File: config.mk
export PLATFORM = sky130hd
export DESIGN_NAME = bad_text_scanner
export DESIGN_NICKNAME = d
export VERILOG_FILES = /design/src/rtl/bad_text_pkg.sv /design/src/rtl/bad_text_pos_tracker.sv /design/src/rtl/bad_text_scanner.sv
export SDC_FILE = /design/constraint.sdc
export NUM_CORES = 1
export LEC_CHECK = 0
export ABC_AREA = 1
export CAP_MARGIN = 40
export CELL_PAD_IN_SITES_DETAIL_PLACEMENT = 0
export CELL_PAD_IN_SITES_GLOBAL_PLACEMENT = 1
export CORE_ASPECT_RATIO = 0.8
export CORE_MARGIN = 2
export CORE_UTILIZATION = 30
export CTS_BUF_LIST = sky130_fd_sc_hd__clkbuf_4 sky130_fd_sc_hd__clkbuf_8
export DETAILED_ROUTE_END_ITERATION = 12
export PLACE_DENSITY_LB_ADDON = 0.05
export SLEW_MARGIN = 40
export SYNTH_ARGS = -nofsm -noshare
export SYNTH_HDL_FRONTEND = slang
export SYNTH_SLANG_ARGS = --single-unit
File: constraint.sdc
create_clock -name clk -period 4.45 [get_ports clk]
set_input_delay 1.1125 -clock clk [delete_from_list [all_inputs] [get_ports clk]]
set_output_delay 1.1125 -clock clk [all_outputs]
set_load 0.1 [all_outputs]
File: src/rtl/bad_text_pkg.sv
`default_nettype none
// ============================================================================
// Module      : bad_text_pkg
// Description : Shared types and character constants for the banned-token
//               scanner (lexical regions, lexer states, ASCII codes).
//               Optional macro BAD_TEXT_STRING_EN enables string literals.
// Revision    : 1.0 - initial release
// ============================================================================
package bad_text_pkg;

   typedef enum logic [1:0] {
      LINE_CMT  = 2'd0,
      BLOCK_CMT = 2'd1,
      CODE      = 2'd2,
      STRING    = 2'd3
   } region_e;

   typedef enum logic [2:0] {
      ST_CODE       = 3'd0,
      ST_SLASH      = 3'd1,
      ST_LINE_CMT   = 3'd2,
      ST_BLOCK_CMT  = 3'd3,
      ST_BLOCK_STAR = 3'd4,
      ST_STR        = 3'd5,
      ST_STR_ESC    = 3'd6
   } state_e;

   localparam logic [7:0] CH_X      = 8'h58;
   localparam logic [7:0] CH_SLASH  = 8'h2F;
   localparam logic [7:0] CH_STAR   = 8'h2A;
   localparam logic [7:0] CH_NL     = 8'h0A;
   localparam logic [7:0] CH_QUOTE  = 8'h22;
   localparam logic [7:0] CH_BSLASH = 8'h5C;

   // Next lexer state for a character handled as plain code.
   function automatic state_e code_next(input logic [7:0] ch);
      state_e nxt;
      nxt = ST_CODE;
      if (ch == CH_SLASH) begin
         nxt = ST_SLASH;
      end
`ifdef BAD_TEXT_STRING_EN
      else if (ch == CH_QUOTE) begin
         nxt = ST_STR;
      end
`endif
      return nxt;
   endfunction

endpackage
`default_nettype wire

File: src/rtl/bad_text_pos_tracker.sv
`default_nettype none
// ============================================================================
// Module      : bad_text_pos_tracker
// Description : 1-based line/column of the next character to be accepted.
//               Both counters wrap; end of file restores (1,1).
// Revision    : 1.0 - initial release
// ============================================================================
module bad_text_pos_tracker
   import bad_text_pkg::*;
#(
   parameter int LINE_W = 16,
   parameter int COL_W  = 12
) (
   input  logic              clk,
   input  logic              rst,
   input  logic              advance,
   input  logic [7:0]        char_in,
   input  logic              eof,
   output logic [LINE_W-1:0] line,
   output logic [COL_W-1:0]  col
);

   // Advance on each accepted character; newline moves to the next line.
   always_ff @(posedge clk) begin
      if (rst || eof) begin
         line <= LINE_W'(1);
         col  <= COL_W'(1);
      end else if (advance) begin
         if (char_in == CH_NL) begin
            line <= line + LINE_W'(1);
            col  <= COL_W'(1);
         end else begin
            col <= col + COL_W'(1);
         end
      end
   end

endmodule
`default_nettype wire

File: src/rtl/bad_text_scanner.sv
`default_nettype none
// ============================================================================
// Module      : bad_text_scanner
// Description : Streams source bytes, tracks the lexical region and reports
//               every non-overlapping "XXX" with its region and position.
//               Optional macro BAD_TEXT_STRING_EN adds string-literal region.
// Revision    : 1.0 - initial release
// ============================================================================
module bad_text_scanner
   import bad_text_pkg::*;
#(
   parameter int LINE_W = 16,
   parameter int COL_W  = 12,
   parameter int CNT_W  = 16
) (
   input  logic              clk,
   input  logic              rst,
   input  logic              in_valid,
   output logic              in_ready,
   input  logic [7:0]        in_char,
   input  logic              in_last,
   output logic              hit_valid,
   input  logic              hit_ready,
   output logic [1:0]        hit_kind,
   output logic [LINE_W-1:0] hit_line,
   output logic [COL_W-1:0]  hit_col,
   output logic              done,
   output logic [CNT_W-1:0]  hit_count
);

   state_e            state, state_nxt;
   region_e           region, prev_region;
   logic [1:0]        match, match_nxt;
   logic              hit_now;
   logic              accept, eof;
   logic [LINE_W-1:0] line;
   logic [COL_W-1:0]  col;
   logic [CNT_W-1:0]  count_base;

   assign in_ready = !hit_valid || hit_ready;
   assign accept   = in_valid && in_ready;
   assign eof      = accept && in_last;

   bad_text_pos_tracker #(
      .LINE_W (LINE_W),
      .COL_W  (COL_W)
   ) u_pos (
      .clk     (clk),
      .rst     (rst),
      .advance (accept),
      .char_in (in_char),
      .eof     (eof),
      .line    (line),
      .col     (col)
   );

   // Lexer state register; end of file always returns to code.
   always_ff @(posedge clk) begin
      if (rst) begin
         state <= ST_CODE;
      end else if (accept) begin
         state <= eof ? ST_CODE : state_nxt;
      end
   end

   // Lexer next state and the region the current character belongs to.
   always_comb begin
      state_nxt = state;
      region    = CODE;
      case (state)
         ST_CODE: begin
            region    = CODE;
            state_nxt = code_next(in_char);
         end
         ST_SLASH: begin
            region = CODE;
            if (in_char == CH_SLASH) begin
               state_nxt = ST_LINE_CMT;
            end else if (in_char == CH_STAR) begin
               state_nxt = ST_BLOCK_CMT;
            end else begin
               state_nxt = code_next(in_char);
            end
         end
         ST_LINE_CMT: begin
            region = LINE_CMT;
            if (in_char == CH_NL) state_nxt = ST_CODE;
         end
         ST_BLOCK_CMT: begin
            region = BLOCK_CMT;
            if (in_char == CH_STAR) state_nxt = ST_BLOCK_STAR;
         end
         ST_BLOCK_STAR: begin
            region = BLOCK_CMT;
            if (in_char == CH_SLASH) begin
               state_nxt = ST_CODE;
            end else if (in_char != CH_STAR) begin
               state_nxt = ST_BLOCK_CMT;
            end
         end
`ifdef BAD_TEXT_STRING_EN
         ST_STR: begin
            region = STRING;
            if (in_char == CH_BSLASH) begin
               state_nxt = ST_STR_ESC;
            end else if (in_char == CH_QUOTE) begin
               state_nxt = ST_CODE;
            end
         end
         ST_STR_ESC: begin
            region    = STRING;
            state_nxt = ST_STR;
         end
`endif
         default: begin
            state_nxt = ST_CODE;
         end
      endcase
   end

   // Run-of-X counter: a region change restarts the run at this character.
   always_comb begin
      match_nxt = 2'd0;
      hit_now   = 1'b0;
      if (in_char == CH_X) begin
         if (region == prev_region) begin
            if (match == 2'd2) begin
               hit_now   = 1'b1;
               match_nxt = 2'd0;
            end else begin
               match_nxt = match + 2'd1;
            end
         end else begin
            match_nxt = 2'd1;
         end
      end
   end

   // Match counter and previous-region register.
   always_ff @(posedge clk) begin
      if (rst) begin
         match       <= 2'd0;
         prev_region <= CODE;
      end else if (accept) begin
         match       <= eof ? 2'd0 : match_nxt;
         prev_region <= eof ? CODE : region;
      end
   end

   // Hit record: loaded on a hit, held until the consumer takes it.
   always_ff @(posedge clk) begin
      if (rst) begin
         hit_valid <= 1'b0;
         hit_kind  <= 2'd0;
         hit_line  <= '0;
         hit_col   <= '0;
      end else if (accept && hit_now) begin
         hit_valid <= 1'b1;
         hit_kind  <= region;
         hit_line  <= line;
         hit_col   <= col;
      end else if (hit_ready) begin
         hit_valid <= 1'b0;
      end
   end

   // The count is shown with done, then cleared for the next file.
   assign count_base = done ? '0 : hit_count;

   // End-of-file pulse and saturating per-file hit counter.
   always_ff @(posedge clk) begin
      if (rst) begin
         done      <= 1'b0;
         hit_count <= '0;
      end else begin
         done <= eof;
         if (accept && hit_now) begin
            hit_count <= (&count_base) ? count_base : count_base + CNT_W'(1);
         end else begin
            hit_count <= count_base;
         end
      end
   end

endmodule
`default_nettype wire
Word level (Yosys, flattened, before mapping)
Index checks and enable logic that the tools add are counted.

operators by class
  add/subtract/negate cells = 4
  multiplexer cells = 24
  reductions and logical operators = 12
  equal/unequal tests = 14

operator list
  kind                     count
  $mux W16                 3
  $add A16 B1 Y16 const B  2
  $eq A8 B6 Y1 const B     2
  $reduce_and A16 Y1       1
  $mux W3                  5
  $pmux W3 S5              1
  $mux W2                  7
  $add A12 B1 Y12 const B  1
  $mux W12                 1
  $eq A8 B4 Y1 const B     1
  $eq A8 B7 Y1 const B     1
  $ne A8 B6 Y1 const B     1
  $eq A3 B2 Y1 const B     2
  $mux W1                  6
  $ne A3 B3 Y1 const B     2
  $ne A4 B4 Y1 const B     1
  $pmux W2 S2              1
  $reduce_and A4 Y1        1
  $eq A3 B1 Y1 const B     1
  $eq A3 B3 Y1 const B     1
  $logic_and A1 B1 Y1      3
  $logic_not A3 Y1         1
  $add A2 B1 Y2 const B    1
  $eq A2 B2 Y1             1
  6 further kinds          7

storage, ports and cells
  bits of input ports = 13
  output and inout bits = 49
  bits in registers = 83
  logic and storage cells = 65

Depth between registers and ports, before layout
  depth in word-level cells = 8
  depth in mapped cells = 13

By module
A second synthesis with hierarchy kept.

second synthesis, totals
  cell total of the unflattened synthesis = 652
  area, all modules = 4,195.3 um2

modules (own cells, without submodules)
  module                instances  cells an instance  area each (um2)  sequential area each (um2)
  bad_text_scanner      1          420                2,691.3          1,101.1
  bad_text_pos_tracker  1          232                1,503.9          560.5

Least setup slack after synthesis
No wires, ideal clock.

  path type = register -> register
  from = reg hit_valid
  to = reg u_pos.col[6]
  required time = 4,380 ps
  library setup time = 70 ps
  path buffers = 1
  stages on the path, launching flop included = 12
  clock period less this slack = 2,759 ps
  arrival time = 2,689 ps
  slack = 1,691 ps
  cells stage by stage = dfxtp_1 > nand2_2 > nand2_1 > buf_6 > inv_4 > nand2_2 > nand2_2 > inv_1 > nand2_2 > inv_1 > o21ai_0 > a21oi_1

on the way
  longest elaborated chain between the ends = 5

ends and longest elaborated chain
  item                    line                        source
  from (decl)             bad_text_scanner.sv:22      output logic hit_valid,
  from (signal assigned)  bad_text_scanner.sv:153     hit_valid <= 1'b0;
  from (signal assigned)  bad_text_scanner.sv:158     hit_valid <= 1'b1;
  from (signal assigned)  bad_text_scanner.sv:163     hit_valid <= 1'b0;
  $logic_not A1 Y1 *      bad_text_scanner.sv:40      assign in_ready = !hit_valid || hit_ready;
  $logic_or A1 B1 Y1 *    bad_text_scanner.sv:40
  via in_ready            bad_text_scanner.sv:19      output logic in_ready,
  $logic_and A1 B1 Y1 *   bad_text_scanner.sv:41      assign accept = in_valid && in_ready;
  $logic_and A1 B1 Y1     bad_text_scanner.sv:42      assign eof = accept && in_last;
  $logic_or A1 B1 Y1      bad_text_pos_tracker.sv:25  if (rst || eof) begin
  to (signal assigned)    bad_text_pos_tracker.sv:33  col <= col + COL_W'(1);
  to (decl)               bad_text_pos_tracker.sv:20  output logic [COL_W-1:0] col

Mark *: on every way through the listed nets, which the timed path passes. The rest lies on a longest branch.
A chain may end at the register's enable or synchronous reset.

Final worst setup path
  from = in hit_ready
  to = out in_ready

on the way
  longest elaborated chain between the ends = 1

ends and longest elaborated chain
  item                line                    source
  from (decl)         bad_text_scanner.sv:23  input logic hit_ready,
  $logic_or A1 B1 Y1  bad_text_scanner.sv:40
  to (decl)           bad_text_scanner.sv:19

Every way passes these cells.

==> impl_results.md <==
* Post-CTS Setup Inserts at 0
* Vias in the first global route at 3457
* Initial antenna violation count at 0
* Root Driver: clkbuf_8
* Reg2reg end: u_pos.col[9]
* Starting DRC count in detailed routing at 203
* Worst min path class: register to register
* Die Area at 14400 sq um
* Hpwl dp at 7580 um
* CP max-delay cell: clkdlybuf4s50_1
* Unrepaired setup endpoints after global routing: no
* Reg clk slew, reported paths at 90 ps
* Top FF cell, synth: dfxtp_1
* IO buf count at 61
* CP endpoint: in_ready
* Post-Synthesis Net Count at 601
* Post-DP Area at 4510 sq um
* Total gr overflow at 0
* Final hold violation count at 0
* Leakage Power at 2.06 nW
* YS warnings at 0
* Largest net degree at the start of global routing at 48
* WL/cell at 13.0 um
* Diodes inserted at 0
* Fraction of synthesized area in multiplexers at 0%
* Endpoint class of the critical path: output pin
* Setup crit start: hit_ready
* Post-synth ARST share at 0%
* Critical Path AT at 1950 ps
* Reg2reg setup slack at 2250 ps
* Synthesized flop and latch total at 83
* Drt drc at 0
* Hold_buf cts at 0
* EDFF count, synth at 0
* Mapped cell area at 4020 sq um
* Clk sinks at 83
* First-pass GRT wire length at 17300 um
* Vias per inst at 4.56
* GRT Total Usage at 15.2%
* Critical-path cell list: clkdlybuf4s50_1 > inv_1 > nand2_2 > buf_4
* Slew @ Worst Pin at 778 ps
* Synth Area in Compound Gates at 12.6%
* Row Count at 37
* CP required at 3340 ps
* Critical R2R Launch: hit_valid
* Worst-Skew Late Latency at 360 ps
* Drt total wl at 10700 um
* Sequential-to-total area share from yosys stat at 41.3%
* Area of the core at 13000 sq um
* Setup TNS at 0 ps
* Post-layout util at 36.4%
* Die width at 133 um
* Area Overhead vs Synth at 17.2%
* Critical Path Fanout Max at 3
* Worst r2r path cells at 10
* Post-Synth Simple-Gate Area at 33.7%
* Critical path type: input pin to output pin
* Filler cells at 1470
* XOR/XNOR Fraction of Synth Area at 1.74%
* Total Nets Final at 658
* Max Cap Viol at 0
* Final clock skew at 9.44 ps
* PwrDens at 294 nW/um^2
* Hold WS at 476 ps
* Crit start category: input pin
* Post-synthesis cell count at 585
* Final setup violation count at 0
* Minimum clock period at 3070 ps
* IO Pins at 62
* PostCTS Resize Cnt at 0
* CTS tree: done
* Synth cell types at 34
* Htree depth at 3
* Maximum vdd drop at 0.000136 V
* Die height at 108 um
* Max frequency at 0.326 GHz
* RePlAce Congestion at 0.795
* DR pass1 iterations at 5
* Worst min-delay path startpoint: hit_kind[1]
* Share of layout cells above drive strength 1 at 13.6%
* Period utilization at 68.9%
* Syn avg cell area at 6.88 sq um
* Status: complete, no violations
* Initial Utilization at 31.0%
* Antenna viol nets, final at 0
* Clock Path Buffers at 2
* Cts bufs inserted at 9
* Post-Synth Adder-Cell Area at 0.933%
* Fin. max-slew vios at 0
* Slew margin rel. at 48.0%
* Routed via count at 3752
* Worst path max stage delay at 450 ps
* Final instance area at 4710 sq um
* Largest family of logic cells by synthesized area: simple AND/OR/NAND/NOR gates
[worst max-delay path, delay by kind of cell]
family / cells / cell delay, ps
AND/OR/NAND/NOR: 1 / 60
buffers and inverters: 3 / 780
[cells by family (layout without fill, tap and decap cells)]
kind of cell    after synthesis  count (layout)
flops                        83              83
fa+ha+maj                     3               3
simple gates                305             305
compound gates               96              96
xor+xnor                      8               8
buf+inv                      90             152
[synthesized netlist by cell type, types with 4 or more instances]
| master | instances | share of area (%) |
|---|---|---|
| xor2_1 | 7 | 1.5 |
| buf_2 | 6 | 0.75 |
| inv_1 | 70 | 6.5 |
| nand4_1 | 13 | 2.0 |
| nor3_1 | 19 | 2.4 |
| o21ai_0 | 42 | 5.2 |
| a21oi_1 | 46 | 5.7 |
| dfxtp_1 | 83 | 41 |
| clkbuf_1 | 4 | 0.37 |
| nand3_1 | 38 | 4.7 |
| buf_6 | 5 | 1.4 |
| nand2_2 | 8 | 1.2 |
| nand2_1 | 103 | 9.6 |
| nor2_1 | 106 | 9.9 |
[cell usage in the layout, fill, tap and decap left out, types with 2 or more instances in the layout]
cell             count
a21oi_1             46
and3_1               2
buf_2               48
buf_4                3
clkbuf_8             9
clkdlybuf4s50_1     12
clkinvlp_4           2
dfxtp_1             83
ha_1                 3
inv_1               70
inv_2                2
nand2_1            103
nand2_2              8
nand3_1             38
nand3_2              2
nand3b_1             2
nand4_1             13
nor2_1             106
nor2_2               3
nor2_4               3
nor3_1              19
nor3b_1              3
o21a_1               3
o21ai_0             42
xor2_1               7
[flip-flops by register name (all words and copies together), names as in the netlist, 2 cells and up]
register / flops
hit_count: 16
hit_line: 16
u_pos.line: 16
hit_col: 12
u_pos.col: 12
state: 3
hit_kind: 2
match: 2
prev_region: 2
[layer usage]
metal | vias up | global-route usage [%] | share of wire [%]
met4 | 0 | 4.26 | 0.47
met2 | 63 | 23.5 | 43
met3 | 4 | 3.67 | 3.5
met5 | - | 0 | 0
li1 | 1997 | - | -
met1 | 1688 | 21.0 | 53
[power breakdown]
group	internal (mW)	switching, mW
combinational	0.0212	0.0402
clock	0.273	0.304
sequential	0.745	0.00296
total	1.04	0.347
[per-stage QoR]
step	worst slack (ps)	cells	total power [mW]
floorplan	1690	585	0.805
global placement	1020	806	0.828
detailed placement	976	806	0.828
CTS	1370	822	1.42
global route	1170	822	1.45
finish	1390	822	1.39
[cell type report]
class                      count  area [sq um]  area share, %
sequential                    83          1660           35.3
timing repair buffer          63           383           8.12
tap                          175           219           4.65
clock buffer                  10           131           2.79
clock inverter                 6          73.8           1.57
inverter                      73           277           5.87
multi-input combinational    412          1970           41.8
[how the worst min path moves through the flow]
| stage | end | slack (ps) | cells after the start |
|---|---|---|---|
| 3_5_place_dp | hit_kind[1] | 460 | 2 |
| 2_1_floorplan | hit_col[11] | 450 | 2 |
| 6_report | hit_kind[1] | 480 | 2 |
| 5_1_grt | hit_kind[1] | 500 | 2 |
| 4_1_cts | hit_kind[1] | 470 | 2 |
| 3_3_place_gp | hit_kind[1] | 460 | 2 |
Note: power is estimated with default switching activity, not from simulation.
==> RTL edit 1: new RTL, same flow settings <==
The option `BAD_TEXT_STRING_EN` is turned on by a define.
--- a/src/rtl/bad_text_pkg.sv
+++ b/src/rtl/bad_text_pkg.sv
@@ -6,6 +6,8 @@
 //               Optional macro BAD_TEXT_STRING_EN enables string literals.
 // Revision    : 1.0 - initial release
 // ============================================================================
+`define BAD_TEXT_STRING_EN
+
 package bad_text_pkg;
 
    typedef enum logic [1:0] {
Function: changed (Yosys sat finds a counterexample within 10 cycles, from zero or initial values and one cycle with rst high).
==> RTL edit 1 against the unedited design <==
- routed wire length increased by 10%
- global-route usage grew 1.3 points
- register-to-register slack lost 0.05 ns
- sequential cell count unchanged
- sequential power about the same
- final area up 5.2%
- utilization fell by 1.3 points
- first-iteration DRC count rose by 24%
- via count is 9.2% higher
- synthesized area increased by 6.8%
- setup slack got worse by 0.099 ns
- sequential share of layout area decreased by 1.7 points
- power down 3.1%
- die area increased by 6.5%
==> RTL edit 1: results (changes against the unedited design) <==
Placement:
- The final HPWL from detailed placement was 8530 µm (+13%).
- The routability congestion estimate is 0.772 (-3.0%).
- The port buffer count came to 61 (unchanged).
- The instance count after placement with tap cells included is 865 (+7.3%).

Pwr:
- The leakage power of the design was 2.18 nW (+6.0%).
- The clock network power consumption was 0.536 mW (-6.9%).
- The worst-case vdd ir drop is 0.139 mV (+2.9%).
- The switching part of the total power is 24.3% (-0.68 points).

Synthesis:
- Sorting the synthesized cells by how often they occur yields nand2_1, nor2_1, dfxtp_1.
- The synthesized netlist cell count is 636 (+8.7%).
- Ranked by total cell area, the synthesized netlist is headed by dfxtp_1, nand2_1, nor2_1.
- The net count of the mapped netlist is 652 (+8.5%).
- The share of the yosys chip area belonging to registers is 38.7% (-2.6 points).
- The count of different cell masters after synthesis is 32 (-5.9%).

Timing:
- The measured slew at the worst slew-check pin is 0.748 ns (-0.0308 ns).
- The clock skew was 0.00626 ns (-0.00317 ns).

Route:
- The number of DRC violations after detailed-routing iteration 0 is 252 (+24%).
- The number of iterations in the first detailed-routing pass is 4 (-1).
- The average detailed-routed wire length per instance is 13.4 µm (+3.2%).
- The total length of routed wires was 11,800 µm (+10%).

Finish:
- The number of antenna cells inserted was 0 (unchanged).
- The total number of nets in the final design is 708 (+7.6%).
- The proportion of layout cells with a drive suffix above 1 is 14.8% (+1.2 points).
- The number of fill cells came to 1,562 (+6.3%).

Run status:
- The run finished with clean final reports.

Worst setup path:
- The critical register-to-register path endpoint is u_pos.col[3].
- The origin of the critical flop-to-flop path is hit_valid.
- The slack of the worst reg-to-reg path was 2.20 ns (-0.05 ns).
- The data arrival at the endpoint of the critical path came to 2.05 ns (+0.10 ns).
- The largest fanout on the critical path is 4 (+1).

Global route:
- The number of global-route vias before repair came to 3,893 (+13%).
- The largest net degree at the start of global routing is 42 (-13%).
- The overall global routing resource usage is 16.4% (+1.3 points).

Worst hold path:
- The number of cells on the worst hold path came to 1 (-1).
- The path with the worst hold slack has its endpoint at u_pos.col[3].
[RTL edit 1: through the flow]
stage	cell area, µm²	hold WS [ns]	setup WS [ns]	power, mW
6_report	4960	0.473	1.29	1.34
5_1_grt	4960	0.499	1.03	1.41
4_1_cts	4960	0.479	1.28	1.37
3_5_place_dp	4780	0.468	0.888	0.826
3_3_place_gp	5020	0.454	0.990	0.826
2_1_floorplan	4300	0.443	1.74	0.801
[RTL edit 1: final cells by class]
| class | count | area share, % |
|---|---|---|
| tap | 184 | 4.64 |
| timing repair buffer | 64 | 7.87 |
| multi-input combinational | 447 | 43.6 |
| sequential | 83 | 33.5 |
| clock inverter | 5 | 1.14 |
| inverter | 87 | 6.74 |
| clock buffer | 9 | 2.50 |
[RTL edit 1: cells by family (layout without fill, tap and decap cells)]
logic type	after synthesis	after routing	synth area share (%)
simple gates	333	333	35.5
buf+inv	106	165	11.0
compound gates	102	102	12.2
flops	83	83	38.7
xor+xnor	9	9	1.84
fa+ha+maj	3	3	0.874
[RTL edit 1: worst max-delay path, stage by stage]
cell	delay [ns]
clkdlybuf4s50_1	0.46
inv_1	0.05
nand2_2	0.11
buf_4	0.32
[RTL edit 1: how the worst max path moves through the flow]
stage               startpoint            to
floorplan            hit_valid  u_pos.col[6]
global placement     hit_ready  u_pos.col[3]
detailed placement   hit_ready  u_pos.col[3]
CTS                  hit_ready      in_ready
global route         hit_ready  u_pos.col[3]
finish               hit_ready      in_ready
[RTL edit 1: routing by layer]
| metal | vias up | part of all wire [%] | GRT usage (%) |
|---|---|---|---|
| met4 | 0 | 0.77 | 3.27 |
| met5 | - | 0 | 0 |
| met2 | 75 | 43 | 24.8 |
| met3 | 5 | 4.6 | 4.48 |
| li1 | 2160 | - | - |
| met1 | 1858 | 52 | 23.5 |
==> RTL edit 2: new RTL, same settings <==
Made on the original files. Make the reset (`rst`) asynchronous in 4 clocked blocks.
--- a/src/rtl/bad_text_scanner.sv
+++ b/src/rtl/bad_text_scanner.sv
@@ -55,7 +55,7 @@
    );
 
    // Lexer state register; end of file always returns to code.
-   always_ff @(posedge clk) begin
+   always_ff @(posedge clk or posedge rst) begin
       if (rst) begin
          state <= ST_CODE;
       end else if (accept) begin
@@ -137,7 +137,7 @@
    end
 
    // Match counter and previous-region register.
-   always_ff @(posedge clk) begin
+   always_ff @(posedge clk or posedge rst) begin
       if (rst) begin
          match       <= 2'd0;
          prev_region <= CODE;
@@ -148,7 +148,7 @@
    end
 
    // Hit record: loaded on a hit, held until the consumer takes it.
-   always_ff @(posedge clk) begin
+   always_ff @(posedge clk or posedge rst) begin
       if (rst) begin
          hit_valid <= 1'b0;
          hit_kind  <= 2'd0;
@@ -168,7 +168,7 @@
    assign count_base = done ? '0 : hit_count;
 
    // End-of-file pulse and saturating per-file hit counter.
-   always_ff @(posedge clk) begin
+   always_ff @(posedge clk or posedge rst) begin
       if (rst) begin
          done      <= 1'b0;
          hit_count <= '0;
Function: differs if rst is asserted again (counterexample within 4 cycles, from zero or initial values and one cycle with rst high); with rst held inactive, the same outputs for 4 cycles.
==> RTL edit 2 against the unedited design <==
- first-iteration DRC count increased by 10%
- sequential cell count is the same
- count of clock-buffer cells in the layout up 1
- routed wire length rose by 16%
- setup slack worse by 0.062 ns
- final area rose by 14%
- power up 1.5%
- maximum frequency shrank 2.0%
- critical path depth unchanged
- clock skew is 0.0030 ns higher
- synthesized area rose by 15%
- critical endpoint unchanged
- largest cell class unchanged
- largest power group unchanged
- highest routed layer unchanged
==> RTL edit 2: results (changes against the unedited design) <==
Route:
- The average detailed-routed wire length per instance is 13.6 µm (+4.6%).
- The number of DRC violations after detailed-routing iteration 0 is 224 (+10%).
- The routed length on met1 is 6680 µm (+18%).
- The routed length on met3 is 473 µm (+25%).
- The met2 routed wirelength is 5160 µm (+12%).

Finish:
- The clock buffer count is 11 (+1).
- The footprint of the flip-flops and latches is 1940 µm² (+17%).
- The proportion of layout cells with a drive suffix above 1 came to 17.5% (+3.9 points).
- The total number of nets in the final design was 715 (+8.7%).
- The proportion of cell area spent on the clock network came to 3.93% (-0.42 points).
- The total area of multi-input combinational cells is 2260 µm² (+15%).
- The number of fill cells came to 1,614 (+9.8%).
- The number of ordinary and repair buffers in the finished layout was 64 (+1.6%).
- The multi-input combinational cell count is 459 (+11%).

Worst setup path:
- The number of cells on the worst reg-to-reg path came to 12 (+2).
- The critical register-to-register path endpoint is hit_count[9].
- The slack of the worst reg-to-reg path was 1.70 ns (-0.55 ns).
- The origin of the critical flop-to-flop path is done.
- The data arrival at the endpoint of the critical path is 2.01 ns (+0.06 ns).

Global route:
- The global routing met1 resource utilization was 23.4% (+2.4 points).
- The global-route wire length before repair is 20,200 µm (+17%).
- The largest net degree at the start of global routing came to 62 (+29%).
- The global-route track usage on met3 is 4.29% (+0.62 points).
- The met2 global-route usage is 23.1% (-0.43 points).

Timing:
- The clock skew is 0.0124 ns (+0.00298 ns).
- The measured slew at the worst slew-check pin is 0.778 ns (-0.000179 ns).

Synthesis:
- The net count of the mapped netlist is 656 (+9.2%).
- The count of different cell masters after synthesis is 38 (+12%).
- By count the netlist is led by nand2_1, inv_1, nor2_1.
- The share of the yosys chip area belonging to registers came to 41.8% (+0.52 points).
- The most common cell in the synthesized netlist is nand2_1.
- The async set-or-reset flop fraction in the synthesized netlist is 66.3% (+66 points).
- Ranked by total cell area, the synthesized netlist is headed by dfrtp_1, nand2_1, dfxtp_1.

Placement:
- The final HPWL from detailed placement came to 9080 µm (+20%).
- The worst slack after detailed placement is 0.920 ns (-0.0559 ns).

Worst hold path:
- The worst min-delay path endpoint is u_pos.line[14].
- The start point of the worst min-delay path is u_pos.line[14].
- The type of the most critical hold path is flop to flop.

Run status:
- The run finished with clean final reports.

Pwr:
- The switching part of the total power is 24.4% (-0.56 points).
- The leakage power of the design was 2.47 nW (+20%).
## RTL edit 2: cell types whose count changed in the layout (fill, tap and decap cells not counted), moves of 3 or more
cell,change
nand2_1,+86
dfxtp_1,-55
dfrtp_1,+54
nor2_1,-39
o21ai_2,+29
o21ai_0,-27
a21oi_1,-25
nand3_1,+22
nand2_2,-7
inv_2,+6
nand4_1,+6
o21ai_1,+4
inv_1,+3
## RTL edit 2: power by group through the flow
stage	combinational [mW]	clock [mW]	sequential, mW
after floorplan	0.0344	0	0.773
after global routing	0.0728	0.654	0.756
final	0.0647	0.587	0.755
after global placement	0.0669	0	0.771
after detailed placement	0.0662	0	0.771
after CTS	0.0665	0.621	0.755
## RTL edit 2: worst max path at each step
stage	endpoint	slack [ns]	cells after the start
2_1_floorplan	u_pos.col[5]	1.23	7
3_3_place_gp	hit_count[4]	1.00	10
3_5_place_dp	hit_count[4]	0.92	10
4_1_cts	in_ready	1.32	4
5_1_grt	hit_count[4]	1.14	10
6_report	in_ready	1.32	4
## RTL edit 2: stage by stage
step	total power, mW	cells	cell area [µm²]	hold slack [ns]
finish	1.41	914	5380	0.472
detailed placement	0.837	898	5160	0.462
floorplan	0.807	640	4630	0.445
global route	1.48	914	5380	0.502
CTS	1.44	914	5380	0.475
global placement	0.838	898	5400	0.456
## RTL edit 2: cells by family (layout without fill, tap and decap cells)
logic type               after synthesis  count (layout)  share of synthesized area, %
flip-flops                            83              83                          41.8
buffers and inverters                 98             162                          9.34
XOR/XNOR                               8               8                          1.51
adder cells (fa/ha/maj)                3               3                         0.810
AO/OA/AOI/OAI                         73              73                          10.5
AND/OR/NAND/NOR                      375             375                          36.1
## RTL edit 2: worst max-delay path, stage by stage
cell	delay (ns)
clkdlybuf4s50_1	0.47
inv_2	0.03
nand2_1	0.10
buf_4	0.31
